### src/rtl/ctrl_pkg.sv
// Shared definitions for the control unit: FSM state encoding, opcode
// constants, ALU select and PC source encodings, plus a helper mapping
// arithmetic/logic opcodes onto their ALU select code.
package ctrl_pkg;

  typedef enum logic [1:0] {
    ST_FETCH   = 2'b00,
    ST_DECODE  = 2'b01,
    ST_EXECUTE = 2'b10,
    ST_HALT    = 2'b11
  } state_t;

  localparam logic [3:0] OP_NOP = 4'h0;
  localparam logic [3:0] OP_LDI = 4'h1;
  localparam logic [3:0] OP_LDA = 4'h2;
  localparam logic [3:0] OP_STA = 4'h3;
  localparam logic [3:0] OP_ADD = 4'h4;
  localparam logic [3:0] OP_SUB = 4'h5;
  localparam logic [3:0] OP_AND = 4'h6;
  localparam logic [3:0] OP_OR  = 4'h7;
  localparam logic [3:0] OP_XOR = 4'h8;
  localparam logic [3:0] OP_NOT = 4'h9;
  localparam logic [3:0] OP_SHL = 4'hA;
  localparam logic [3:0] OP_SHR = 4'hB;
  localparam logic [3:0] OP_JMP = 4'hC;
  localparam logic [3:0] OP_JZ  = 4'hD;
  localparam logic [3:0] OP_JR  = 4'hE;
  localparam logic [3:0] OP_HLT = 4'hF;

  // ALU select: 0000..0111 are the arithmetic/logic ops in opcode order,
  // the two pass-through selects feed the accumulator from imm or a register.
  localparam logic [3:0] ALU_NONE     = 4'b0000;
  localparam logic [3:0] ALU_PASS_IMM = 4'b1000;
  localparam logic [3:0] ALU_PASS_REG = 4'b1001;

  // PC load source; 10/11 are reserved and never driven.
  localparam logic [1:0] SEL_PC_IMM = 2'b00;
  localparam logic [1:0] SEL_PC_REG = 2'b01;

  // ADD..SHR are contiguous, so the ALU code is simply the offset from ADD.
  function automatic logic [3:0] alu_sel_of(input logic [3:0] opc);
    return opc - OP_ADD;
  endfunction

endpackage

### src/rtl/control_unit_if.sv
// Bus between the control unit and the datapath.
//   op, z, c             : datapath -> control (opcode field, held flags)
//   LoadIR..SelALU       : control -> datapath strobes and selects
//   phase, halted        : control -> observer (debug state code, halt flag)
// Handshake: none; every strobe is a single-cycle command qualified only by
// the clock, and the datapath acts on it at the next rising edge.
interface control_unit_if;
  logic [3:0] op;
  logic       z;
  logic       c;
  logic       LoadIR;
  logic       IncPC;
  logic       LoadPC;
  logic [1:0] SelPC;
  logic       LoadReg;
  logic       LoadAcc;
  logic [3:0] SelALU;
  logic [1:0] phase;
  logic       halted;

  modport master (
    output op, z, c,
    input  LoadIR, IncPC, LoadPC, SelPC, LoadReg, LoadAcc, SelALU, phase, halted
  );

  modport slave (
    input  op, z, c,
    output LoadIR, IncPC, LoadPC, SelPC, LoadReg, LoadAcc, SelALU, phase, halted
  );
endinterface

### src/rtl/op_decoder.sv
// Combinational EXECUTE-phase decode table.
//   op      : opcode
//   z       : accumulator zero flag (only JZ looks at it)
//   load_pc, load_reg, load_acc : strobes requested by the opcode
//   sel_pc, sel_alu             : selects, zero whenever their strobe is low
module op_decoder
  import ctrl_pkg::*;
(
  input  logic [3:0] op,
  input  logic       z,
  output logic       load_pc,
  output logic       load_reg,
  output logic       load_acc,
  output logic [1:0] sel_pc,
  output logic [3:0] sel_alu
);

  always_comb begin
    load_pc  = 1'b0;
    load_reg = 1'b0;
    load_acc = 1'b0;
    sel_pc   = SEL_PC_IMM;
    sel_alu  = ALU_NONE;
    case (op)
      OP_LDI: begin load_acc = 1'b1; sel_alu = ALU_PASS_IMM; end
      OP_LDA: begin load_acc = 1'b1; sel_alu = ALU_PASS_REG; end
      OP_STA: load_reg = 1'b1;
      OP_ADD, OP_SUB, OP_AND, OP_OR, OP_XOR, OP_NOT, OP_SHL, OP_SHR: begin
        load_acc = 1'b1;
        sel_alu  = alu_sel_of(op);
      end
      OP_JMP: load_pc = 1'b1;
      OP_JZ:  load_pc = z;
      OP_JR:  begin load_pc = 1'b1; sel_pc = SEL_PC_REG; end
      default: ; // NOP and HLT issue nothing here
    endcase
  end

endmodule

### src/rtl/control_unit.sv
// Three-phase (FETCH/DECODE/EXECUTE) instruction sequencer with optional HALT.
//   clk         : system clock, rising edge
//   CLB         : asynchronous active-low reset
//   bus (slave) : op/z/c in; LoadIR, IncPC, LoadPC, SelPC, LoadReg, LoadAcc,
//                 SelALU, phase (state code) and halted out
// ENABLE_HALT = 1 makes HLT enter an absorbing HALT state; 0 runs it as NOP.
module control_unit
  import ctrl_pkg::*;
#(
  parameter bit ENABLE_HALT = 1'b1
) (
  input  logic           clk,
  input  logic           CLB,
  control_unit_if.slave  bus
);

  state_t state_q, state_d;

  logic       dec_load_pc;
  logic       dec_load_reg;
  logic       dec_load_acc;
  logic [1:0] dec_sel_pc;
  logic [3:0] dec_sel_alu;
  logic       in_exec;
  logic       carry_unused;

  // No opcode branches on carry; the flag is accepted on the bus only.
  assign carry_unused = bus.c;

  always_comb begin
    state_d = state_q;
    case (state_q)
      ST_FETCH:   state_d = ST_DECODE;
      ST_DECODE:  state_d = ST_EXECUTE;
      ST_EXECUTE: state_d = (ENABLE_HALT && (bus.op == OP_HLT)) ? ST_HALT : ST_FETCH;
      ST_HALT:    state_d = ST_HALT;
    endcase
  end

  always_ff @(posedge clk or negedge CLB) begin
    if (!CLB) state_q <= ST_FETCH;
    else      state_q <= state_d;
  end

  op_decoder u_op_decoder (
    .op       (bus.op),
    .z        (bus.z),
    .load_pc  (dec_load_pc),
    .load_reg (dec_load_reg),
    .load_acc (dec_load_acc),
    .sel_pc   (dec_sel_pc),
    .sel_alu  (dec_sel_alu)
  );

  // Outputs are gated by CLB so that, while reset is held, the FETCH state
  // does not leak a LoadIR and an abandoned instruction issues nothing.
  assign in_exec     = CLB && (state_q == ST_EXECUTE);
  assign bus.LoadIR  = CLB && (state_q == ST_FETCH);
  assign bus.IncPC   = CLB && (state_q == ST_DECODE);
  assign bus.LoadPC  = in_exec && dec_load_pc;
  assign bus.LoadReg = in_exec && dec_load_reg;
  assign bus.LoadAcc = in_exec && dec_load_acc;
  assign bus.SelPC   = in_exec ? dec_sel_pc  : SEL_PC_IMM;
  assign bus.SelALU  = in_exec ? dec_sel_alu : ALU_NONE;
  assign bus.phase   = state_q;
  assign bus.halted  = CLB && (state_q == ST_HALT);

endmodule

### src/flat_wrapper.sv
// flat-port wrapper written by rule: the top's interface ports become plain ports
module control_unit_flat import ctrl_pkg::*;
#(
  parameter bit ENABLE_HALT = 1'b1
)
  (clk, CLB, bus_op, bus_z, bus_c, bus_LoadIR, bus_IncPC, bus_LoadPC, bus_SelPC, bus_LoadReg, bus_LoadAcc, bus_SelALU, bus_phase, bus_halted);
  control_unit_if bus_i ();
  input  logic clk;
  input  logic CLB;
  input wire logic [$bits(bus_i.op)-1:0] bus_op;
  input wire logic [$bits(bus_i.z)-1:0] bus_z;
  input wire logic [$bits(bus_i.c)-1:0] bus_c;
  output wire logic [$bits(bus_i.LoadIR)-1:0] bus_LoadIR;
  output wire logic [$bits(bus_i.IncPC)-1:0] bus_IncPC;
  output wire logic [$bits(bus_i.LoadPC)-1:0] bus_LoadPC;
  output wire logic [$bits(bus_i.SelPC)-1:0] bus_SelPC;
  output wire logic [$bits(bus_i.LoadReg)-1:0] bus_LoadReg;
  output wire logic [$bits(bus_i.LoadAcc)-1:0] bus_LoadAcc;
  output wire logic [$bits(bus_i.SelALU)-1:0] bus_SelALU;
  output wire logic [$bits(bus_i.phase)-1:0] bus_phase;
  output wire logic [$bits(bus_i.halted)-1:0] bus_halted;
  assign bus_i.op = bus_op;
  assign bus_i.z = bus_z;
  assign bus_i.c = bus_c;
  assign bus_LoadIR = bus_i.LoadIR;
  assign bus_IncPC = bus_i.IncPC;
  assign bus_LoadPC = bus_i.LoadPC;
  assign bus_SelPC = bus_i.SelPC;
  assign bus_LoadReg = bus_i.LoadReg;
  assign bus_LoadAcc = bus_i.LoadAcc;
  assign bus_SelALU = bus_i.SelALU;
  assign bus_phase = bus_i.phase;
  assign bus_halted = bus_i.halted;
  control_unit #(.ENABLE_HALT(ENABLE_HALT)) u_core (.clk(clk), .CLB(CLB), .bus(bus_i));
endmodule
### config.mk
export PLATFORM = sky130hd
export DESIGN_NAME = control_unit_flat
export DESIGN_NICKNAME = d
export VERILOG_FILES = /design/src/rtl/ctrl_pkg.sv /design/src/rtl/control_unit_if.sv /design/src/rtl/op_decoder.sv /design/src/rtl/control_unit.sv /design/src/flat_wrapper.sv
export SDC_FILE = /design/constraint.sdc
export NUM_CORES = 1
export LEC_CHECK = 0
export CAP_MARGIN = 20
export CORE_AREA = 2 2 39 41
export DETAILED_ROUTE_END_ITERATION = 10
export DIE_AREA = 0 0 41 43
export HOLD_SLACK_MARGIN = 0.06
export SLEW_MARGIN = 20
export SYNTH_ARGS = -nofsm -noshare
export SYNTH_HDL_FRONTEND = slang
export SYNTH_SLANG_ARGS = --single-unit
### constraint.sdc
create_clock -name clk -period 1.3 [get_ports clk]
set_input_delay 0.13 -clock clk [delete_from_list [all_inputs] [get_ports clk]]
set_output_delay 0.13 -clock clk [all_outputs]
set_load 0.03 [all_outputs]
* Yosys cells after proc, flatten, opt, wreduce, memory -nomap -nowiden
Index checks and enable logic that the tools add are counted.
Word-level totals: bits in registers 2, latch bits 0, RAM bits 0, memory bits (read-only) 0, bits of input ports 8, output and inout port bits 14, logic and storage cells 40, memories kept 0
Cells by class: add/sub/neg operators 1, $mul 0, divide/modulo/power cells 0, $lt $le $gt $ge 0, equality and inequality tests 18, shifts and indexed selects 0, mux-type cells 9, bitwise logic cells 0, reduce and logical (&&, ||, !) cells 11
Operator list (number):
- $eq A4 B4 Y1 const B | 8
- $eq A4 B3 Y1 const B | 4
- $pmux W4 S3 | 1
- $reduce_or A10 Y1 | 1
- $eq A4 B2 Y1 const B | 2
- $pmux W2 S4 | 1
- $reduce_or A8 Y1 | 1
- $logic_and A1 B1 Y1 | 7
- $eq A2 B2 Y1 const B | 2
- $eq A4 B1 Y1 const B | 1
- $mux W1 | 4
- $mux W4 | 1
- $sub A4 B3 Y4 const B | 1
- $eq A2 B1 Y1 const B | 1
- $logic_not A2 Y1 | 1
- $mux W2 | 1
- $pmux W1 S2 | 1
- $reduce_or A2 Y1 | 1

* Logic depth before layout (Yosys ltp)
depth after elaboration 4, gate-level depth with buffers 4, depth with buffers taken out 4

* Hierarchy
Synthesis repeated with hierarchy kept, for this count alone.
Unflattened totals: cell total of the unflattened synthesis 45, area total of the unflattened synthesis 355.3 µm²
Modules (own cells, without submodules):
- control_unit | times used 1, cells an instance 23, area an instance 203.9 µm², sequential area each 50.0 µm²
- op_decoder | times used 1, cells an instance 22, area an instance 151.4 µm², sequential area each 0.0 µm²

* Worst setup path before layout
Ideal clock, no wire load.
kind reg-to-output, start point reg u_core.state_q[0], in the netlist u_core.bus.phase[0], end point out bus_LoadPC, arrival 1569 ps, required time 1170 ps, path slack -399 ps, stages on the path, launching flop included 3, buffers on the path 0, cells stage by stage dfrtp_1 nand3b_4 a211oi_1
On the way: cells in the longest elaborated chain, start to end 3
Ends and longest elaborated chain:
- start, declared | line control_unit.sv:17 | state_t state_q, state_d;
- start signal, assigned | line control_unit.sv:42 | else state_q <= state_d;
- $eq A2 B2 Y1 | line control_unit.sv:57 | assign in_exec = CLB && (state_q == ST_EXECUTE);
- $logic_and A1 B1 Y1 | line control_unit.sv:57
- $logic_and A1 B1 Y1 | line control_unit.sv:60 | assign bus.LoadPC = in_exec && dec_load_pc;
- end, declared | line flat_wrapper.sv:15 | output wire logic [$bits(bus_i.LoadPC)-1:0] bus_LoadPC;
Every way passes these cells.

* Worst setup path in the final report
start point reg u_core.state_q[0], in the netlist u_core.bus.phase[0], end point out bus_SelALU[3]
On the way: cells in the longest elaborated chain, start to end 3
Ends and longest elaborated chain:
- $eq A2 B2 Y1 | line control_unit.sv:57
- $logic_and A1 B1 Y1 | line control_unit.sv:57
- $mux W4 | line control_unit.sv:64 | assign bus.SelALU = in_exec ? dec_sel_alu : ALU_NONE;
- end, declared | line flat_wrapper.sv:19 | output wire logic [$bits(bus_i.SelALU)-1:0] bus_SelALU;
Every way passes these cells.

==> impl_results.md <==
- Finished Core Util: 0.5181
- Initial DRC Count: 4
- Worst path arrival time: about 1.3 ns
- Post-synthesis adder-cell area fraction: 0.1594
- Register bit total from synthesis: 2
- Sequential area share after synthesis: 0.1594
- Worst-Skew Late Latency: 0.22 ns
- Commonest non-fill, non-tap cell in the layout: buf_4
- Setup crit start kind: flip-flop
- Period utilization: 1.104
- Clock H-tree levels: 1
- Total congestion overflow: 0
- Cells after Synth: 38
- Clock slew at reported path FFs: roughly 0.030 ns
- Finish-stage setup viols: 8
- DP HPWL: 784.7 um
- Setup TNS: -0.5582 ns
- Fin crit period: 1.435 ns
- Largest cells by area after synthesis: dfrtp_1 16%, ha_1 16%, nand3b_4 6.4%
- Mux share of post-synthesis cell area: 0
- PortBufs: 19
- Drt pass-1 iters: 2
- Via density: approximately 4.5
- Routability cong.: 0.6931
- Final Hold Fails: 0
- # DRC: 0
- Multi-input gate area: 312.8 um2
- Post-synth EDFFs: 0
- Synth Area in Simple Gates: 0.3745
- Total wire length: 992 um
- Leading area contributor after synthesis: dfrtp_1
- Routed vias: around 390
- DIE WIDTH: roughly 41 um
- CTS tree: built
- Post-synthesis cell type count: 26
- Final #Nets: 86
- Violated checks: negative setup slack
- Wire per inst: 11.27 um
- Crit-path max FO: 4
- # clock sinks: 2
- Largest family of logic cells by synthesized area: simple AND/OR/NAND/NOR gates
- Cell Rows: 14
- DP Cell Count: 81
- Setup ws final: -0.1346 ns
- Max Cap Viol: 0
- Critical path class: reg2out
- Most frequent cells in the layout: 18 x buf_4, 9 x buf_6, 3 x clkbuf_4, 3 x dlygate4sd2_1
- Post-Synth XOR/XNOR Area: 0.02789
- GRT Util Overall: 0.1293
- Hold WC Path Type: in2reg
- Share of cells above drive strength 1: 0.6806
- Final ANT Viol Nets: 0
- YS warnings: 0
- Worst EP required: 1.17 ns
- Primary FF master, synth: dfrtp_1
- Chip height: between 40 and 50 um
- Fmax: 697.1 MHz
- CTS root buf: clkbuf_4
- Post-Syn Nets: 50
- Max Slew Vio Count: 0
- Setup Skew: 0.005822 ns
- Setup slack after placement: -0.7251 ns
- Initial Utilization: 0.2269
- I/O pin cnt: 22
- Area fraction of the dominant cell type after synthesis: 0.1594
- # diodes: 0
- Finished Layout Cells: between 80 and 90
- Largest net degree at the start of global routing: 8
- CP Capture Type: output pin
- Min Hold Slack: 0.5546 ns
- CTS buffer count: 3
- Syn Area/Cell: 8.265 um2
- Share of async-settable or async-resettable flops after synthesis: 1.000
- Max reg flops: 2
- Peak supply drop: 0.001246 V
- Die area: between 1500 and 2000 um2
- Synth-to-Final Area Change: 128.3%
- Max clock buf depth: 2
- FF+latch area: 52.55 um2
- Pwr Density: 1354 nW/um2
- Antenna violations before repair: 0
- Outcome: finished, violations left
- Core Region: ~1400 um2
- First-pass GRT wire length: ~1.6 mm
- Number of global-route vias before repair: approximately 370
- RSZ-0062 raised after global routing: yes
- Leak: 0.0003297 uW
- Synth Area in Compound Gates: 0.1753
- Fillcell total: ~150
- Syn Std Cell Area: about 310 um2
-- final timing paths --
check	startpoint	endpoint	slack, ns	cells after the start
setup / recovery	u_core.bus.phase[0]	bus_SelALU[3]	-0.13	4
hold / removal	bus_op[1]	u_core.bus.phase[1]	0.55	3
setup reg to reg	u_core.bus.phase[1]	u_core.bus.phase[0]	0.40	3
hold reg to reg	u_core.bus.phase[0]	u_core.bus.phase[1]	0.62	2
max in group asynchronous	CLB	u_core.bus.phase[0]	0.56	3
min in group asynchronous	CLB	u_core.bus.phase[1]	0.59	3
-- per-layer routing --
layer | wire (um) | GRT usage | share of wire | vias to the layer above
li1 | - | - | - | 199
met1 | 414 | 0.1406 | 0.42 | 182
met2 | 527 | 0.2094 | 0.53 | 13
met3 | 51 | 0.04712 | 0.051 | 0
met4 | 0 | 0.06000 | 0 | 0
met5 | 0 | 0 | 0 | -
-- worst max-delay path: stages (launching register included) --
cell      delay (ns)
dfrtp_2         0.40
nand3b_4        0.18
buf_6           0.14
o32ai_4         0.20
buf_6           0.16
-- power breakdown --
part | total [uW] | internal [uW] | leakage, uW | switching, uW
clock network | 134 | 102 | 0.0000138 | 32.6
logic | 701 | 342 | 0.000295 | 359
registers | 135 | 101 | 0.0000206 | 34.7
-- cell type report --
class | instances | area share
repair buffers | 34 | 0.4154
inverters | 3 | 0.01571
clock buffers | 3 | 0.03141
multi-input cells | 30 | 0.4363
well taps | 16 | 0.02792
flip-flops and latches | 2 | 0.07330
-- through the flow --
step | total power [uW] | instance area [um2]
2_1_floorplan | 496.5 | 360.3
3_3_place_gp | 756.2 | 608.1
3_5_place_dp | 760.9 | 608.1
4_1_cts | 943.1 | 669.4
5_1_grt | 1040 | 716.9
6_report | 970.4 | 716.9
-- synthesized netlist by cell type (all sizes together), types with 2 or more instances --
cell type,n
nand3b,2
ha,4
dfrtp,2
nor3b,2
a21oi,2
nor2,2
nand2,2
nor3,2
inv,3
buf,3
-- cells by family after synthesis --
| family | count (synthesis) |
|---|---|
| and+or+nand+nor | 17 |
| AOI/OAI and AO/OA | 7 |
| buffers and inverters | 6 |
| adders and majority gates | 4 |
| DFF | 2 |
| xor gates and xnor gates | 1 |
| other | 1 |
-- repair_timing --
action	CTS	global route
setup buffers	0	3
setup endpoints to repair	10	10
hold buffers	1	0
endpoints found under the hold margin	2	0
gates resized for setup	28	10
pin swaps	7	1
(Power assumes the default switching activity.)
